### src/rtl/imm_extend_pipe.sv
// rtl/imm_extend_pipe.sv - immediate extender feeding a 2-entry valid/ready FIFO with a transfer counter
module imm_extend_pipe #(
    parameter int IN_W  = 16,
    parameter int OUT_W = 32,
    parameter int CNT_W = 16
) (
    input  logic             clk,
    input  logic             rst_n,
    input  logic             in_valid,
    output logic             in_ready,
    input  logic [IN_W-1:0]  in_data,
    input  logic [1:0]       in_mode,
    input  logic             flush,
    output logic             out_valid,
    input  logic             out_ready,
    output logic [OUT_W-1:0] out_data,
    output logic [CNT_W-1:0] xfer_cnt
);

    localparam logic [1:0] ST_EMPTY = 2'd0;
    localparam logic [1:0] ST_ONE   = 2'd1;
    localparam logic [1:0] ST_FULL  = 2'd2;

    localparam logic [1:0] MODE_ZERO   = 2'b00;
    localparam logic [1:0] MODE_SIGN   = 2'b01;
    localparam logic [1:0] MODE_BRANCH = 2'b10;

    logic [1:0]       state_q, state_d;
    logic [OUT_W-1:0] head_q, head_d;
    logic [OUT_W-1:0] tail_q, tail_d;
    logic [CNT_W-1:0] cnt_q, cnt_d;

    logic             push, pop;
    logic [OUT_W-1:0] zext, sext, ext;

    // Handshake qualifiers come from registered state only, so in_ready never depends on out_ready.
    assign in_ready  = (state_q != ST_FULL);
    assign out_valid = (state_q != ST_EMPTY);
    assign out_data  = head_q;
    assign xfer_cnt  = cnt_q;

    assign push = in_valid & in_ready;
    assign pop  = out_valid & out_ready;

    assign zext = {{(OUT_W-IN_W){1'b0}}, in_data};
    assign sext = {{(OUT_W-IN_W){in_data[IN_W-1]}}, in_data};

    always_comb begin
        ext = {in_data, {(OUT_W-IN_W){1'b0}}};
        case (in_mode)
            MODE_ZERO:   ext = zext;
            MODE_SIGN:   ext = sext;
            MODE_BRANCH: ext = {sext[OUT_W-3:0], 2'b00};
            default:     ext = {in_data, {(OUT_W-IN_W){1'b0}}};
        endcase
    end

    // head_q is always the oldest word; tail_q is only meaningful in FULL.
    always_comb begin
        state_d = state_q;
        head_d  = head_q;
        tail_d  = tail_q;
        cnt_d   = cnt_q;
        if (flush) begin
            state_d = ST_EMPTY;
        end else begin
            if (pop) begin
                cnt_d = cnt_q + {{(CNT_W-1){1'b0}}, 1'b1};
            end
            case (state_q)
                ST_EMPTY: begin
                    if (push) begin
                        head_d  = ext;
                        state_d = ST_ONE;
                    end
                end
                ST_ONE: begin
                    if (push && pop) begin
                        head_d = ext;
                    end else if (push) begin
                        tail_d  = ext;
                        state_d = ST_FULL;
                    end else if (pop) begin
                        state_d = ST_EMPTY;
                    end
                end
                ST_FULL: begin
                    if (pop) begin
                        head_d  = tail_q;
                        state_d = ST_ONE;
                    end
                end
                default: state_d = ST_EMPTY;
            endcase
        end
    end

    always_ff @(posedge clk or negedge rst_n) begin
        if (!rst_n) begin
            state_q <= ST_EMPTY;
            head_q  <= '0;
            tail_q  <= '0;
            cnt_q   <= '0;
        end else begin
            state_q <= state_d;
            head_q  <= head_d;
            tail_q  <= tail_d;
            cnt_q   <= cnt_d;
        end
    end

endmodule

### config.mk
export PLATFORM = sky130hd
export DESIGN_NAME = imm_extend_pipe
export DESIGN_NICKNAME = d
export VERILOG_FILES = /design/src/rtl/imm_extend_pipe.sv
export SDC_FILE = /design/constraint.sdc
export NUM_CORES = 1
export LEC_CHECK = 0
export CAP_MARGIN = 0
export CORE_UTILIZATION = 40
export CTS_BUF_LIST = sky130_fd_sc_hd__clkbuf_4
export DETAILED_ROUTE_END_ITERATION = 8
export PLACE_DENSITY = 0.74
export SYNTH_ARGS = -nofsm -noshare
export SYNTH_HDL_FRONTEND = slang
export SYNTH_SLANG_ARGS = --single-unit
### constraint.sdc
create_clock -name clk -period 1.41 [get_ports clk]
set_input_delay 0.282 -clock clk [delete_from_list [all_inputs] [get_ports clk]]
set_output_delay 0.282 -clock clk [all_outputs]
set_load 0.01 [all_outputs]
=== After elaboration in Yosys (flattened, before gate mapping) ===
Cells that the tools add are included.
Widths: inputs -> output; s select.

* $add $sub $neg: 1
* Eq/ne operators: 12
* Multiplexer cells: 12
* Bitwise gates (word level): 4
* Reduce and logical (&&, ||, !) cells: 9

{| class="wikitable"
|+ Operator list
! cell !! number
|-
| $pmux 32 s3 || 2
|-
| $mux 32 || 3
|-
| $add 16x1->16 const B || 1
|-
| $mux 2 || 6
|-
| $ne 3x3->1 const B || 3
|-
| $ne 2x2->1 const B || 4
|-
| $reduce_and 4->1 || 2
|-
| $pmux 2 s3 || 1
|-
| $reduce_and 5->1 || 1
|-
| $eq 2x1->1 const B || 2
|-
| $eq 2x2->1 const B || 2
|-
| $logic_not 2->1 || 2
|-
| $ne 4x4->1 const B || 1
|-
| $reduce_bool 3->1 || 1
|-
| $and 1x1->1 || 2
|-
| $not 1->1 || 2
|-
| $reduce_and 2->1 || 1
|-
| $reduce_bool 2->1 || 1
|-
| $logic_and 1x1->1 || 1
|}

* Bits in registers: 82
* Input bits: 23
* Output and inout port bits: 50
* Logic and storage cells: 42

=== Logic depth before layout (Yosys ltp) ===
Gate-level depths: netlist of the first run.

* Word-level depth: 7
* Mapped depth: 7
* Depth with buffers taken out: 5

=== Least setup slack after synthesis of the first run ===
No wires, ideal clock.

* Path kind: reg-to-reg
* From: reg cnt_q[0] (netlist: xfer_cnt[0])
* To: reg cnt_q[12] (netlist: xfer_cnt[12])
* Library setup time: 0.126 ns
* Data arrival time: 1.404 ns
* Required time: 1.284 ns
* Slack: -0.119 ns
* Cell stages (with the launch flop): 6
* Buffers on the path: 0
* Period minus slack after synthesis: 1.529 ns
* Path through: dfrtp_1 > ha_1 > and4_1 > nor4b_2 > nand4_1 > xnor2_1

* Longest elaborated chain between the ends: 1

{| class="wikitable"
|+ Ends and longest elaborated chain
! what !! line !! source
|-
| from (decl) || 31 || <nowiki>logic [CNT_W-1:0] cnt_q, cnt_d;</nowiki>
|-
| from (signal assigned) || 108 || <nowiki>cnt_q <= cnt_d;</nowiki>
|-
| $add 16x1->16 || 68 || <nowiki>cnt_d = cnt_q + {{(CNT_W-1){1'b0}}, 1'b1};</nowiki>
|}

Every way passes these cells.
A chain may end at the register's enable or synchronous reset.

=== Final worst setup path of the first run ===
* From: reg state_q[1]
* To: reg head_q[25] (netlist: out_data[25])

* Longest elaborated chain between the ends: 5
* Elaborated cells between the ends (all ways): 14
* Classes of those cells: 6 x eq/ne; 1 x mux; 2 x bitwise; 5 x reduce/logical

{| class="wikitable"
|+ Ends and longest elaborated chain
! what !! line !! source
|-
| from (decl) || 28 || <nowiki>logic [1:0] state_q, state_d;</nowiki>
|-
| from (signal assigned) || 105 || <nowiki>state_q <= state_d;</nowiki>
|-
| $ne 2x2->1 / $reduce_bool 2->1 (equally long branches) || 37, 38 ||
|-
| $and 1x1->1 (on tied branches) || 42, 43 ||
|-
| $logic_and 1x1->1 || 78 || <nowiki>if (push && pop) begin</nowiki>
|-
| $ne 2x2->1 (no source line) || n/a ||
|-
| $reduce_and 5->1 (no source line) || n/a ||
|-
| to (signal assigned) || 101 || <nowiki>head_q <= '0;</nowiki>
|-
| to (signal assigned) || 106 || <nowiki>head_q <= head_d;</nowiki>
|-
| to (decl) || 29 || <nowiki>logic [OUT_W-1:0] head_q, head_d;</nowiki>
|}

Several ways; a longest one is shown, not always the timed one.

==> impl_metrics.json, run 1 <==
{
  "synth_edf_count": 0,
  "core_mm2": 0.00933,
  "finalMaxSlewViolations": 0,
  "synth.area.top_cells": "dfrtp_1 (53%), a21oi_1 (5.8%), nand2_1 (5.8%), o21ai_0 (4.1%), mux2_4 (3.9%)",
  "yosysWarnings": 0,
  "crit_slowest_cell": "dfrtp_1",
  "fmax_mhz": 588,
  "tightest_slew_ns": 0.609,
  "synth_fa_ha_area_share_pct": 0.322,
  "r2r_end": "out_data[25]$_DFFE_PN0P_",
  "synthMostInstantiatedCell": "dfrtp_1",
  "syn_nets": 404,
  "seq_area_mm2": 0.00205,
  "drt_first_pass_iters": 4,
  "dpl.cell_count": 609,
  "vdd_drop_max_mv": 0.435,
  "postLayoutSetupSlackWorst_ns": -0.291,
  "synth_compound_area_share_pct": 11.6,
  "final_util_pct": 58.8,
  "syn_area_mm2": 0.00388,
  "hold_path.class": "in2async",
  "synthTopCellsByCount": "dfrtp_1 (82), nand2_1 (60), a21oi_1 (45), nor2_1 (35), o21ai_0 (32)",
  "ant_nets": 0,
  "r2r_setup_slack_ns": -0.29,
  "worstPathMaxFanout": 18,
  "dieArea_mm2": 0.0101,
  "cts_tree": "yes",
  "rsz0062_at_grt": "true",
  "start_util_pct": 41.6,
  "via_count": 3255,
  "cp-start-kind": "flop",
  "r2r-start": "state_q[1]$_DFFE_PN0P_",
  "fin_cells": 655,
  "clkTransAtPathRegs_ns": 0.13,
  "vias_per_cell": 4.97,
  "yosys.area_share.xor_xnor_pct": 3.80,
  "gp_congestion": 0.829,
  "antenna_cells": 0,
  "multi_input_area_mm2": 0.00178,
  "io-pin-count": 73,
  "clock_latency_ns": 0.44,
  "hpwl_um": 6730,
  "critical_path_class": "reg2reg",
  "post-place-ws_ns": -0.880,
  "layout_min_cycle_time_ns": 1.70,
  "syn_inst": 380,
  "status": "finished with violations",
  "synth_flop_cell": "dfrtp_1",
  "synth-simple-area-share_pct": 16.9,
  "totalWireLength_um": 9940,
  "syn2layout_area_growth_pct": 41.3,
  "final_area_mm2": 0.00549,
  "violations": "setup timing",
  "wl_per_cell_um": 15.2,
  "grt_pass1_vias": 3317,
  "timing.final.crit_share_pct": 121,
  "n_fill_cell": 781,
  "drtIter0Drc": 104,
  "synth-seq-area-share_pct": 52.8,
  "drive_above_1_share_pct": 28.5,
  "synthMuxAreaShare_pct": 11.1,
  "synth.top_cell.area_share_pct": 52.8,
  "rr_worst_depth": 6,
  "setup_viol": 70,
  "dpl_cell_area_mm2": 0.00506,
  "die_h_um": 101,
  "ys_async_sr_fraction_pct": 100,
  "track_usage_pct": 21.1,
  "worst-endpoint-required_ns": 1.72,
  "power_per_cell_area_mw_per_mm2": 1150,
  "drc_errors": 0,
  "cts_inserted_buffers": 9,
  "cts.path.max_buffers": 2,
  "cpPeakStageDelay_ns": 0.41,
  "ys_seq_elements": 82,
  "endpoint_kind": "flop",
  "cts_sinks": 82,
  "grt_antenna_before_repair": 0,
  "synth_top_family_by_area": "simple AND/OR/NAND/NOR gates",
  "avgSynthCellArea_um2": 10.2,
  "yosysTopAreaCell": "dfrtp_1",
  "setup_tns_ns": -11.43,
  "cts_root_buf": "clkbuf_4",
  "chipWidth_um": 101,
  "max_cap_violations": 0,
  "grt_start_max_net_pins": 83,
  "hold_viol": 0,
  "relSlewSlack_pct": 59.2,
  "path_cells": "buf_6 -> nor2b_1 -> and2_1 -> o21bai_4 -> buf_12 -> mux2_1",
  "htreeDepth": 3,
  "cp.arrival_ns": 2.01,
  "port_buffers": 72,
  "leakagePower_nw": 2.54,
  "rows": 35,
  "fin_skew_ns": 0.0205,
  "grt.overflow.total": 0,
  "synth_cell_types": 38,
  "holdWs_ns": 0.395,
  "grt_pass1_wl_um": 16400,
  "p_total_mw": 6.30,
  "final_nets": 546
}
routing by layer:
layer	share of wire [%]	global-route usage, %	vias up	wire length, um
li1	-	-	1569	-
met1	44	28.4	1598	4370
met2	50	33.9	73	5000
met3	3.7	2.98	15	367
met4	2.0	9.36	0	202
met5	0	0	-	0
power by group:
group          total (mW)  leakage [nW]  switching [mW]  internal, mW
Sequential           3.13          1.04           0.289          2.84
Combinational        2.00          1.44           0.850          1.15
Clock                1.17        0.0543           0.804         0.366
worst max-delay path by stage:
stage,from,to,slack [ns]
after global placement,in_mode[1],out_data[8]$_DFFE_PN0P_,-0.80
after CTS,state_q[1]$_DFFE_PN0P_,out_data[23]$_DFFE_PN0P_,-0.22
after detailed placement,in_mode[1],out_data[5]$_DFFE_PN0P_,-0.88
final,state_q[1]$_DFFE_PN0P_,out_data[25]$_DFFE_PN0P_,-0.29
after floorplan,state_q[1]$_DFFE_PN0P_,out_data[29]$_DFFE_PN0P_,-0.06
after global routing,state_q[1]$_DFFE_PN0P_,out_data[27]$_DFFE_PN0P_,-0.39
registers in the layout, summed over array words and instances, names as in the netlist:
signal	cells
state_q	2
xfer_cnt	16
out_data	32
tail_q	32
critical path: cells and delay by family (launching register included):
kind	cells	cell delay (ns)
AND/OR/NAND/NOR	2	0.46
flip-flops	1	0.41
buffers and inverters	2	0.31
multiplexers	1	0.31
AO/OA/AOI/OAI	1	0.10
cells in the final DEF, fill, tap and decap left out, drive strengths merged, types with 4 or more instances in the layout:
| cell | count |
|---|---|
| a21oi | 47 |
| o21ai | 36 |
| dfrtp | 82 |
| and2 | 4 |
| and3 | 4 |
| nor2b | 17 |
| xnor2 | 14 |
| nand4 | 7 |
| clkbuf | 13 |
| nor2 | 36 |
| clkdlybuf4s50 | 21 |
| buf | 85 |
| nand2 | 60 |
| clkdlybuf4s15 | 40 |
| mux2 | 34 |
area by class of cell:
class                   count  area share [%]
well taps                 129            2.94
clock inverters             5           0.593
repair buffers            151            25.2
clock buffers              10            1.37
inverters                   2           0.137
flip-flops and latches     82            37.4
multi-input cells         276            32.4
cell families (layout without fill, tap and decap cells):
family                     after synthesis  after routing
buffers and inverters                   22            168
xor gates and xnor gates                16             16
AOI/OAI and AO/OA                       84             84
muxes                                   35             35
and+or+nand+nor                        140            140
DFF                                     82             82
adders and majority gates                1              1
what timing repair did:
item	4_1_cts	5_1_grt
gates resized for setup	115	32
setup buffers	25	8
endpoints found under the setup margin	122	97
hold endpoints to repair	82	0
pin swaps	4	8
hold buffers	1	0
No activity file was read; power rests on OpenSTA's default activity.
==> run 2: changes to the inputs <==
- PLACE_DENSITY: 0.74 -> 0.66
==> run 2 against run 1 <==
The flow still finishes with violations (setup timing). Setup slack got worse by 0.041 ns. First-iteration DRC count increased by 58%. Sequential power hardly changed. Highest routed layer unchanged. Clock power about the same. Global-route usage up 0.19 points. Final cell count up 1.7%. Non-clock buffer count rose by 10. Critical endpoint is now out_data[14]$_DFFE_PN0P_. Routed wire length rose by 8.1%. Sequential share of layout area fell by 2.4 points. Core utilization increased by 4.1 points. Register-to-register slack worse by 0.04 ns. Maximum frequency fell by 2.4%.
==> impl_metrics.json, run 2 (synthesized netlist as in run 1, its figures left out) <==
{
  "vias_per_cell": 5.00,
  "rr_worst_depth": 7,
  "status": "finished with violations",
  "final_cell_mix": "dfrtp_1 (80), buf_4 (64), nand2_1 (41)",
  "grt_pass1_vias": 3330,
  "hold_viol": 0,
  "multi_input_area_mm2": 0.00201,
  "fin_skew_ns": 0.0167,
  "switching_share_pct": 31.6,
  "critical_path_class": "reg2reg",
  "hpwl_um": 6570,
  "finalMaxSlewViolations": 0,
  "postLayoutSetupSlackWorst_ns": -0.333,
  "cts_root_buf": "clkbuf_4",
  "rsz0062_at_grt": "true",
  "gp_congestion": 0.772,
  "seq_area_mm2": 0.00205,
  "path_cells": "buf_6 -> buf_6 -> mux2i_2 -> nor2_2 -> o21bai_4 -> buf_12 -> mux2_1",
  "cts.path.max_buffers": 2,
  "n_fill_cell": 760,
  "cts_tree": "yes",
  "vdd_drop_max_mv": 0.672,
  "layout_min_cycle_time_ns": 1.74,
  "p_seq_share_pct": 48.3,
  "route.met2.wl_um": 5500,
  "drtIter0Drc": 164,
  "violations": "setup timing",
  "clkTransAtPathRegs_ns": 0.13,
  "worst-path-buf-inv": 3,
  "final_common_cell": "dfrtp_1",
  "hold_path.class": "in2async",
  "start_util_pct": 41.6,
  "drive_above_1_share_pct": 38.9,
  "cts_inserted_buffers": 9,
  "htreeDepth": 3,
  "p_sw_mw": 2.07,
  "antenna_cells": 0,
  "tightest_slew_ns": 0.444,
  "setup_tns_ns": -15.86,
  "power_frac_comb_pct": 33.5,
  "dieArea_mm2": 0.0101,
  "port_buffers": 72,
  "chipWidth_um": 101,
  "p_total_mw": 6.54,
  "via_count": 3331,
  "totalWireLength_um": 10700,
  "pwr-share-clk_pct": 18.1,
  "cts_sinks": 82,
  "drc_errors": 0,
  "wl_met3_um": 328,
  "critical_path.most_common_cell": "buf_6",
  "wl_met1_um": 4760,
  "grt_pass1_wl_um": 16500,
  "ant_nets": 0,
  "grt_start_max_net_pins": 83,
  "final_nets": 556,
  "cp.arrival_ns": 2.06,
  "track_usage_pct": 21.2,
  "max_cap_violations": 0,
  "cpLargestDelayFamily": "multiplexers",
  "power_per_cell_area_mw_per_mm2": 1110,
  "drt_first_pass_iters": 4,
  "leakagePower_nw": 2.69,
  "relSlewSlack_pct": 70.4,
  "grt.overflow.total": 0,
  "holdWs_ns": 0.409,
  "r2r_setup_slack_ns": -0.33,
  "post-place-ws_ns": -0.821,
  "crit_slowest_cell": "dfrtp_1",
  "core_mm2": 0.00933,
  "endpoint_kind": "flop",
  "cpPeakStageDelay_ns": 0.41,
  "final_util_pct": 63.0,
  "clock_latency_ns": 0.43,
  "rows": 35,
  "p_int_mw": 4.48,
  "fmax_mhz": 574,
  "worst-endpoint-required_ns": 1.73,
  "syn2layout_area_growth_pct": 51.2,
  "cp-start-kind": "flop",
  "setup_viol": 81,
  "worstPathMaxFanout": 16,
  "highest_layer": "met4",
  "wl_per_cell_um": 16.1,
  "io-pin-count": 73,
  "grt_antenna_before_repair": 0,
  "r2r_end": "out_data[14]$_DFFE_PN0P_",
  "timing.final.crit_share_pct": 124,
  "die_h_um": 101,
  "r2r-start": "state_q[1]$_DFFE_PN0P_"
}
[run 2: changes by cell type in the layout (fill, tap and decap cells not counted), moves of 7 or more]
cell / previous run / this run
buf_6: 14 / 22
o21ai_2: 0 / 11
a21oi_2: 1 / 15
a21oi_1: 45 / 30
nand2_2: 0 / 12
nand2_1: 60 / 41
nand2_4: 0 / 7
o21ai_0: 32 / 15
[run 2: how the worst max path moves through the flow]
stage	start	endpoint	cells past startpoint
after floorplan	state_q[1]$_DFFE_PN0P_	out_data[29]$_DFFE_PN0P_	5
after global placement	in_mode[1]	out_data[8]$_DFFE_PN0P_	5
after detailed placement	in_mode[1]	out_data[11]$_DFFE_PN0P_	5
after CTS	state_q[1]$_DFFE_PN0P_	out_valid	6
after global routing	state_q[1]$_DFFE_PN0P_	out_valid	6
final	state_q[1]$_DFFE_PN0P_	out_data[14]$_DFFE_PN0P_	7
[run 2: metrics by stage]
stage	instance area [um2]	instances
2_1_floorplan	3900	380
3_3_place_gp	5060	608
3_5_place_dp	5060	608
4_1_cts	5530	656
5_1_grt	5880	666
6_report	5880	666
[run 2: layout make-up]
class	instances	area share (%)
multi-input combinational	276	34.2
inverter	2	0.128
sequential	82	35.0
clock inverter	6	0.554
timing repair buffer	161	26.1
clock buffer	10	1.28
tap	129	2.75
[run 2: what timing repair did]
| action | CTS | global route |
|---|---|---|
| hold buffers | 1 | 0 |
| setup endpoints to repair | 119 | 113 |
| gates cloned | 1 | 4 |
| hold endpoints to repair | 82 | 0 |
| buffers inserted | 30 | 13 |
| pin swaps | 6 | 27 |
| gates resized for setup | 124 | 117 |
[run 2: power groups by stage]
stage | clock, mW | combinational (mW) | sequential, mW
after floorplan | 0 | 0.687 | 3.27
after global placement | 0 | 1.79 | 3.15
after detailed placement | 0 | 1.83 | 3.17
after CTS | 1.21 | 1.90 | 3.11
after global routing | 1.31 | 2.37 | 3.21
final | 1.19 | 2.19 | 3.16
[run 2: tightest hold or removal path, delay by kind of cell]
kind / cells / cell delay [ns]
buffers and inverters: 3 / 0.98
[run 2: metal layers]
metal	GRT usage, %	vias up
met5	0	-
met4	8.25	0
met3	2.57	12
met2	34.6	71
met1	29.1	1656
li1	-	1592
